File: config.mk
export PLATFORM = sky130hd
export DESIGN_NAME = logic_box_cfg_loader_flat
export DESIGN_NICKNAME = d
export VERILOG_FILES = /design/src/rtl/logic_box_cfg_pkg.sv /design/src/rtl/logic_box_cfg_loader_if.sv /design/src/rtl/logic_box_cfg_unpack.sv /design/src/rtl/logic_box_cfg_loader.sv /design/src/flat_wrapper.sv
export SDC_FILE = /design/constraint.sdc
export NUM_CORES = 1
export LEC_CHECK = 0
export BUFFER_PORTS_ARGS = -buffer_cell sky130_fd_sc_hd__buf_2
export CAP_MARGIN = 10
export CORE_ASPECT_RATIO = 0.6
export CORE_MARGIN = 2
export CORE_UTILIZATION = 55
export DETAILED_ROUTE_END_ITERATION = 10
export PLACE_DENSITY = 0.78
export RECOVER_POWER = 100
export SLEW_MARGIN = 5
export SYNTH_ARGS = -nofsm -noshare
export SYNTH_HDL_FRONTEND = slang
export SYNTH_SLANG_ARGS = --single-unit
File: constraint.sdc
create_clock -name clk -period 2.3 [get_ports clk]
set_input_delay 0.23 -clock clk [delete_from_list [all_inputs] [get_ports clk]]
set_output_delay 0.23 -clock clk [all_outputs]
set_load 0.02 [all_outputs]
File: src/rtl/logic_box_cfg_pkg.sv
// Shared definitions for the logic box configuration loader: frame layout,
// field widths/offsets, FSM state encoding and counter sizing.
// Optional feature macro: CFG_PARITY_EN (trailing even-parity bit per load).
package logic_box_cfg_pkg;

    // One tile frame, MSB first: BLEout[3:0], direction[1:0], sel, lut[15:0]
    localparam int CFG_FRAME_W = 23;

    localparam int LUT_W = 16;
    localparam int SEL_W = 1;
    localparam int DIR_W = 2;
    localparam int BLE_W = 4;

    localparam int LUT_OFF = 0;
    localparam int SEL_OFF = LUT_OFF + LUT_W;   // 16
    localparam int DIR_OFF = SEL_OFF + SEL_W;   // 17
    localparam int BLE_OFF = DIR_OFF + DIR_W;   // 19

`ifdef CFG_PARITY_EN
    localparam int PARITY_BITS = 1;
`else
    localparam int PARITY_BITS = 0;
`endif

    typedef enum logic [1:0] {
        IDLE   = 2'd0,
        SHIFT  = 2'd1,
        PARITY = 2'd2,
        COMMIT = 2'd3
    } cfg_state_e;

    // Counter must hold the full bit count of a load (payload plus parity)
    function automatic int cnt_width(input int num_tiles);
        return $clog2(num_tiles * CFG_FRAME_W + PARITY_BITS + 1);
    endfunction

endpackage

File: src/rtl/logic_box_cfg_loader_if.sv
// Serial configuration port and loader status signals.
//
// Handshake: a bit on cfg_data is transferred on a rising clk edge where
// cfg_valid && cfg_ready are both high. cfg_ready depends only on loader
// state (never on cfg_valid), so the master may sample it any time in the
// cycle. cfg_valid while cfg_ready is low is simply ignored.
interface logic_box_cfg_loader_if;
    logic cfg_start;
    logic cfg_data;
    logic cfg_valid;
    logic cfg_ready;
    logic cfg_busy;
    logic cfg_done;
    logic cfg_err;
    logic cfg_active;

    modport master (
        output cfg_start, cfg_data, cfg_valid,
        input  cfg_ready, cfg_busy, cfg_done, cfg_err, cfg_active
    );

    modport slave (
        input  cfg_start, cfg_data, cfg_valid,
        output cfg_ready, cfg_busy, cfg_done, cfg_err, cfg_active
    );
endinterface

File: src/rtl/logic_box_cfg_unpack.sv
// Purely combinational slicer: splits one 23-bit tile frame into the four
// logic box configuration fields.
module logic_box_cfg_unpack
    import logic_box_cfg_pkg::*;
(
    input  logic [CFG_FRAME_W-1:0] frame_i,
    output logic [LUT_W-1:0]       lut_o,
    output logic [SEL_W-1:0]       sel_o,
    output logic [DIR_W-1:0]       dir_o,
    output logic [BLE_W-1:0]       ble_o
);

    assign lut_o = frame_i[LUT_OFF +: LUT_W];
    assign sel_o = frame_i[SEL_OFF +: SEL_W];
    assign dir_o = frame_i[DIR_OFF +: DIR_W];
    assign ble_o = frame_i[BLE_OFF +: BLE_W];

endmodule

File: src/rtl/logic_box_cfg_loader.sv
// Serial configuration loader for NUM_TILES logic boxes. Bits are shifted
// into a shadow register and copied to the output registers in a single
// COMMIT cycle, so the tiles never see a partial configuration.
// Optional feature macro: CFG_PARITY_EN (trailing even-parity bit, cfg_err).
module logic_box_cfg_loader
    import logic_box_cfg_pkg::*;
#(
    parameter  int NUM_TILES = 4,
    localparam int CNT_W     = cnt_width(NUM_TILES)
) (
    input  logic                     clk,
    input  logic                     reset,
    logic_box_cfg_loader_if.slave    cfg,
    output logic [16*NUM_TILES-1:0]  lut_o,
    output logic [NUM_TILES-1:0]     sel_o,
    output logic [2*NUM_TILES-1:0]   sel_direction_o,
    output logic [4*NUM_TILES-1:0]   sel_direction_BLEout_o,
    output cfg_state_e               dbg_state_o,
    output logic [CNT_W-1:0]         dbg_bit_cnt_o
);

    localparam int PAYLOAD_W = NUM_TILES * CFG_FRAME_W;

    cfg_state_e             state_q, state_d;
    logic [CNT_W-1:0]       bit_cnt_q, bit_cnt_d;
    logic [PAYLOAD_W-1:0]   shadow_q, shadow_d;
    logic [16*NUM_TILES-1:0] lut_q, lut_d, unp_lut;
    logic [NUM_TILES-1:0]   sel_q, sel_d, unp_sel;
    logic [2*NUM_TILES-1:0] dir_q, dir_d, unp_dir;
    logic [4*NUM_TILES-1:0] ble_q, ble_d, unp_ble;
    logic                   done_q, done_d;
    logic                   active_q, active_d;
    logic                   ready, busy;
    logic                   accept;
    logic                   start_ok;
    logic                   last_payload;

    assign accept       = cfg.cfg_valid && ready;
    assign start_ok     = (state_q == IDLE) && cfg.cfg_start;
    assign last_payload = (bit_cnt_q == CNT_W'(PAYLOAD_W - 1));

    // Tile 0 is sent first, so it ends up in the most significant frame
    for (genvar t = 0; t < NUM_TILES; t++) begin : g_tile
        logic_box_cfg_unpack u_unpack (
            .frame_i (shadow_q[(NUM_TILES-1-t)*CFG_FRAME_W +: CFG_FRAME_W]),
            .lut_o   (unp_lut[16*t +: 16]),
            .sel_o   (unp_sel[t +: 1]),
            .dir_o   (unp_dir[2*t +: 2]),
            .ble_o   (unp_ble[4*t +: 4])
        );
    end

`ifdef CFG_PARITY_EN
    logic par_q, par_d;
    logic err_q, err_d;
    logic par_ok;

    // Even parity: running XOR of payload plus the parity bit must be 0
    assign par_ok = ~(par_q ^ cfg.cfg_data);

    // Parity accumulator and sticky error flag
    always_comb begin
        par_d = par_q;
        err_d = err_q;
        if (start_ok) begin
            par_d = 1'b0;
            err_d = 1'b0;
        end else if (accept && (state_q == SHIFT)) begin
            par_d = par_q ^ cfg.cfg_data;
        end else if (accept && (state_q == PARITY) && !par_ok) begin
            err_d = 1'b1;
        end
    end

    // Parity registers
    always_ff @(posedge clk) begin
        if (reset) begin
            par_q <= 1'b0;
            err_q <= 1'b0;
        end else begin
            par_q <= par_d;
            err_q <= err_d;
        end
    end

    assign cfg.cfg_err = err_q;
`else
    assign cfg.cfg_err = 1'b0;
`endif

    // FSM state register
    always_ff @(posedge clk) begin
        if (reset) state_q <= IDLE;
        else       state_q <= state_d;
    end

    // FSM next-state logic
    always_comb begin
        state_d = state_q;
        unique case (state_q)
            IDLE: begin
                if (cfg.cfg_start) state_d = SHIFT;
            end
            SHIFT: begin
                if (accept && last_payload) begin
`ifdef CFG_PARITY_EN
                    state_d = PARITY;
`else
                    state_d = COMMIT;
`endif
                end
            end
            PARITY: begin
`ifdef CFG_PARITY_EN
                if (accept) state_d = par_ok ? COMMIT : IDLE;
`else
                state_d = IDLE;
`endif
            end
            COMMIT: begin
                state_d = IDLE;
            end
            default: state_d = IDLE;
        endcase
    end

    // FSM outputs: ready while taking bits, busy whenever not idle
    always_comb begin
        ready = (state_q == SHIFT) || (state_q == PARITY);
        busy  = (state_q != IDLE);
    end

    // Counter, shadow shift register and commit of the unpacked shadow
    always_comb begin
        bit_cnt_d = bit_cnt_q;
        shadow_d  = shadow_q;
        lut_d     = lut_q;
        sel_d     = sel_q;
        dir_d     = dir_q;
        ble_d     = ble_q;
        done_d    = (state_q == COMMIT);
        active_d  = active_q || (state_q == COMMIT);
        if (start_ok) begin
            bit_cnt_d = '0;
            shadow_d  = '0;
        end else if (accept) begin
            bit_cnt_d = bit_cnt_q + CNT_W'(1);
            if (state_q == SHIFT) shadow_d = {shadow_q[PAYLOAD_W-2:0], cfg.cfg_data};
        end
        if (state_q == COMMIT) begin
            lut_d = unp_lut;
            sel_d = unp_sel;
            dir_d = unp_dir;
            ble_d = unp_ble;
        end
    end

    // Datapath and output registers
    always_ff @(posedge clk) begin
        if (reset) begin
            bit_cnt_q <= '0;
            shadow_q  <= '0;
            lut_q     <= '0;
            sel_q     <= '0;
            dir_q     <= '0;
            ble_q     <= '0;
            done_q    <= 1'b0;
            active_q  <= 1'b0;
        end else begin
            bit_cnt_q <= bit_cnt_d;
            shadow_q  <= shadow_d;
            lut_q     <= lut_d;
            sel_q     <= sel_d;
            dir_q     <= dir_d;
            ble_q     <= ble_d;
            done_q    <= done_d;
            active_q  <= active_d;
        end
    end

    assign cfg.cfg_ready          = ready;
    assign cfg.cfg_busy           = busy;
    assign cfg.cfg_done           = done_q;
    assign cfg.cfg_active         = active_q;
    assign lut_o                  = lut_q;
    assign sel_o                  = sel_q;
    assign sel_direction_o        = dir_q;
    assign sel_direction_BLEout_o = ble_q;
    assign dbg_state_o            = state_q;
    assign dbg_bit_cnt_o          = bit_cnt_q;

endmodule

File: src/flat_wrapper.sv
// flat-port wrapper written by rule: the top's interface ports become plain ports
module logic_box_cfg_loader_flat import logic_box_cfg_pkg::*;
#(
    parameter  int NUM_TILES = 4,
    localparam int CNT_W     = cnt_width(NUM_TILES)
)
  (clk, reset, lut_o, sel_o, sel_direction_o, sel_direction_BLEout_o, dbg_state_o, dbg_bit_cnt_o, cfg_cfg_start, cfg_cfg_data, cfg_cfg_valid, cfg_cfg_ready, cfg_cfg_busy, cfg_cfg_done, cfg_cfg_err, cfg_cfg_active);
  logic_box_cfg_loader_if cfg_i ();
  input  logic clk;
  input  logic reset;
  output logic [16*NUM_TILES-1:0] lut_o;
  output logic [NUM_TILES-1:0] sel_o;
  output logic [2*NUM_TILES-1:0] sel_direction_o;
  output logic [4*NUM_TILES-1:0] sel_direction_BLEout_o;
  output cfg_state_e dbg_state_o;
  output logic [CNT_W-1:0] dbg_bit_cnt_o;
  input wire logic [$bits(cfg_i.cfg_start)-1:0] cfg_cfg_start;
  input wire logic [$bits(cfg_i.cfg_data)-1:0] cfg_cfg_data;
  input wire logic [$bits(cfg_i.cfg_valid)-1:0] cfg_cfg_valid;
  output wire logic [$bits(cfg_i.cfg_ready)-1:0] cfg_cfg_ready;
  output wire logic [$bits(cfg_i.cfg_busy)-1:0] cfg_cfg_busy;
  output wire logic [$bits(cfg_i.cfg_done)-1:0] cfg_cfg_done;
  output wire logic [$bits(cfg_i.cfg_err)-1:0] cfg_cfg_err;
  output wire logic [$bits(cfg_i.cfg_active)-1:0] cfg_cfg_active;
  assign cfg_i.cfg_start = cfg_cfg_start;
  assign cfg_i.cfg_data = cfg_cfg_data;
  assign cfg_i.cfg_valid = cfg_cfg_valid;
  assign cfg_cfg_ready = cfg_i.cfg_ready;
  assign cfg_cfg_busy = cfg_i.cfg_busy;
  assign cfg_cfg_done = cfg_i.cfg_done;
  assign cfg_cfg_err = cfg_i.cfg_err;
  assign cfg_cfg_active = cfg_i.cfg_active;
  logic_box_cfg_loader #(.NUM_TILES(NUM_TILES)) u_core (.clk(clk), .reset(reset), .cfg(cfg_i), .lut_o(lut_o), .sel_o(sel_o), .sel_direction_o(sel_direction_o), .sel_direction_BLEout_o(sel_direction_BLEout_o), .dbg_state_o(dbg_state_o), .dbg_bit_cnt_o(dbg_bit_cnt_o));
endmodule
==> flow_metrics.py <==
metrics = {
    "power": {
        "ir_worst_vdd_v": 0.000554,
        "power_density_nw_per_um2": 896,
        "p_leak_nw": 2.59,
    },
    "die": {
        "die_h_um": 91.2,
        "num_rows": 31,
        "die_w_um": 149,
        "dieArea_um2": 13600,
        "start_util_pct": 57.0,
        "ios": 111,
        "coreArea_um2": 12200,
    },
    "timing": {
        "period_needed_ns": 2.00,
        "finalHoldViolCount": 0,
        "clock_skew_ns": 0.00933,
        "tns_ns": 0,
        "setup_slack_ns": 0.295,
        "fmaxAchievable_mhz": 499,
        "maxSlewHeadroom_pct": 40.8,
        "whs_ns": 0.0497,
        "finalMaxSlewViolations": 0,
        "period_share_pct": 87.2,
        "finalSetupViolations": 0,
        "worst_pin_slew_ns": 0.888,
        "rsz0062_at_grt": "no",
    },
    "cts": {
        "cts_hold_buf": 0,
        "cts_root_buf": "clkbuf_16",
        "clk_path_buf_depth": 2,
        "cts_tree": "built",
        "cts_setup_buffers": 0,
        "htree_levels": 4,
        "cts_buffers": 17,
        "path_clk_slew_ns": 0.07,
        "clk_latency_ns": 0.42,
        "numClockSinks": 195,
        "cts_resized": 0,
    },
    "logic_synthesis": {
        "postSynthAreaPerCell_um2": 9.12,
        "synthAdderAreaFrac_pct": 0.898,
        "synth_compound_area_share_pct": 7.78,
        "synthesis.area_um2": 6970,
        "muxShareOfSynthArea_pct": 13.2,
        "synth_top_family_by_area": "simple AND/OR/NAND/NOR gates",
        "syn_nets": 774,
        "ys_types": 31,
        "async_flop_share_pct": 0,
        "seq_area_frac_synth_pct": 56.0,
        "synth-edff-count": 0,
        "synth.ff_latch_count": 195,
        "synth_simple_gate_area_share_pct": 17.4,
        "synth_flop_cell": "dfxtp_1",
        "synth_cells": 764,
        "synth_xor_area_share_pct": 0.251,
        "yosysWarnings": 0,
    },
    "worst_setup_path": {
        "endpoint_kind": "flip-flop",
        "path_buf_inv": 2,
        "critPathMaxStageDelay_ns": 0.53,
        "required_ns": 2.63,
        "critPathMaxFanout": 25,
        "crit_chain": "inv_1 -> ha_1 -> and2_2 -> buf_4 -> nand2_1 -> a21oi_1",
        "cp_top_family": "simple AND/OR/NAND/NOR gates",
        "worstReg2RegStart": "u_core.dbg_state_o[1]",
        "criticalPathCategory": "flip-flop to flip-flop",
        "critPathLaunchType": "flip-flop",
        "critPathLaunch": "u_core.dbg_state_o[1]",
        "arrival_ns": 2.34,
        "slowest_stage": "and2_2",
    },
    "global_route": {
        "first_global_vias": 5142,
        "grt_max_degree": 69,
        "grt_pass1_wl_mm": 24.9,
        "grt.total_usage_pct": 22.9,
        "grt_overflow": 0,
        "antenna_found_initial": 0,
    },
    "route": {
        "drc_errors": 0,
        "via_per_inst": 5.22,
        "dr_total_vias": 5377,
        "drtIter0Drc": 398,
        "route.antenna.remaining_nets": 0,
        "dr.pass1.iters": 5,
        "wl_per_cell_um": 14.6,
        "wirelength_mm": 15.0,
    },
    "layout": {
        "finalNetCount": 862,
        "n_antenna_cell": 0,
        "area_growth_pct": 15.1,
        "drive_gt1_share_pct": 6.59,
        "fill_cells": 1022,
    },
    "placed_design": {
        "dpl.hpwl_mm": 9.68,
        "portBuffers": 109,
        "pre_cts_slack_ns": 0.478,
        "place_congestion": 0.872,
    },
    "outcome": {
        "status": "finished clean",
    },
    "run": {
        "max-cap-violations": 0,
    },
    "min_path": {
        "min-delay-path-class": "primary input to flip-flop",
        "min_from": "cfg_cfg_data",
    },
}
[synthesized netlist by cell type, types with 2 or more instances]
master | n | area (um^2)
nand4_1 | 2 | 12.5
nand3_1 | 4 | 20.0
inv_1 | 6 | 22.5
clkbuf_1 | 16 | 60.1
a31oi_1 | 2 | 12.5
mux2i_1 | 92 | 921
buf_2 | 21 | 105
xor2_1 | 2 | 17.5
ha_1 | 5 | 62.6
nand2_1 | 190 | 713
or3_1 | 2 | 12.5
dfxtp_1 | 195 | 3900
buf_4 | 16 | 120
nor2_1 | 96 | 360
o21ai_0 | 3 | 15.0
nor2b_1 | 2 | 12.5
a21oi_1 | 96 | 480
[cells by family after synthesis]
group           Yosys count
simple gates            305
xor+xnor                  2
other cells               1
fa+ha+maj                 5
buf+inv                  59
mux                      92
flops                   195
compound gates          105
[sequential cells by signal (all words and copies together), names as in the netlist]
name	cells
u_core.cfg.cfg_active	1
u_core.sel_direction_o	8
u_core.sel_direction_BLEout_o	16
u_core.dbg_bit_cnt_o	7
u_core.lut_o	64
u_core.cfg.cfg_done	1
u_core.sel_o	4
u_core.dbg_state_o	2
u_core.shadow_q	92
[power breakdown]
group | internal, mW | switching (mW) | total (mW)
combinational | 0.237 | 0.657 | 0.894
sequential | 3.40 | 0.0287 | 3.43
clock | 1.53 | 1.34 | 2.86
total | 5.16 | 2.02 | 7.18
[metrics by stage]
stage	power [mW]	instances	utilization [%]	instance area, um^2
finish	7.18	1030	65.6	8020
global route	7.47	1030	65.6	8020
CTS	7.27	1030	67.1	8200
detailed placement	4.42	998	62.4	7630
global placement	4.38	998	62.4	7630
floorplan	4.19	764	-	6970
[tightest hold or removal path: cells and delay by family]
family,cells,cell delay (ns)
buffers and inverters,1,0.10
and+or+nand+nor,1,0.04
AOI/OAI and AO/OA,1,0.05
[metal layers]
metal,vias up,part of all wire (%),GRT usage [%]
met5,-,0,0
met1,2524,47,30.2
met4,0,1.1,7.06
met2,154,46,36.6
met3,19,5.8,6.23
li1,2680,-,-
[cell usage in the layout, fill, tap and decap left out, drive strengths merged]
cell type | synthesis | routed
nand2 | 191 | 191
and2 | 1 | 1
dfxtp | 195 | 195
clkinv | 0 | 3
a31oi | 2 | 2
nor2b | 2 | 2
and4bb | 1 | 1
a2111oi | 1 | 1
buf | 37 | 13
inv | 6 | 13
o221ai | 1 | 1
nor2 | 96 | 96
conb | 1 | 1
nand4 | 2 | 2
nand3b | 1 | 1
mux2i | 92 | 92
and4 | 1 | 1
clkbuf | 16 | 126
clkinvlp | 0 | 4
o21ai | 3 | 3
nand3 | 4 | 4
xor2 | 2 | 2
or4 | 1 | 1
nor4bb | 1 | 1
bufinv | 0 | 1
or3 | 3 | 3
ha | 5 | 5
a21oi | 97 | 97
nand2b | 1 | 1
o31ai | 1 | 1
[path summary, 6_finish.rpt]
path	slack, ns	to	cells after the start
setup reg to reg	0.30	u_core.shadow_q[1]	6
setup / recovery	0.30	u_core.shadow_q[1]	6
hold / removal	0.05	u_core.shadow_q[0]	3
hold reg to reg	0.47	u_core.shadow_q[84]	2
[layout make-up]
class | count | area, um^2 | share of cell area, %
flip-flops and latches | 195 | 3900 | 48.7
inverters | 6 | 22.5 | 0.281
clock inverters | 15 | 148 | 1.84
repair buffers | 122 | 546 | 6.80
clock buffers | 17 | 425 | 5.31
well taps | 165 | 206 | 2.57
multi-input cells | 510 | 2770 | 34.5
(Power assumes the default switching activity.)
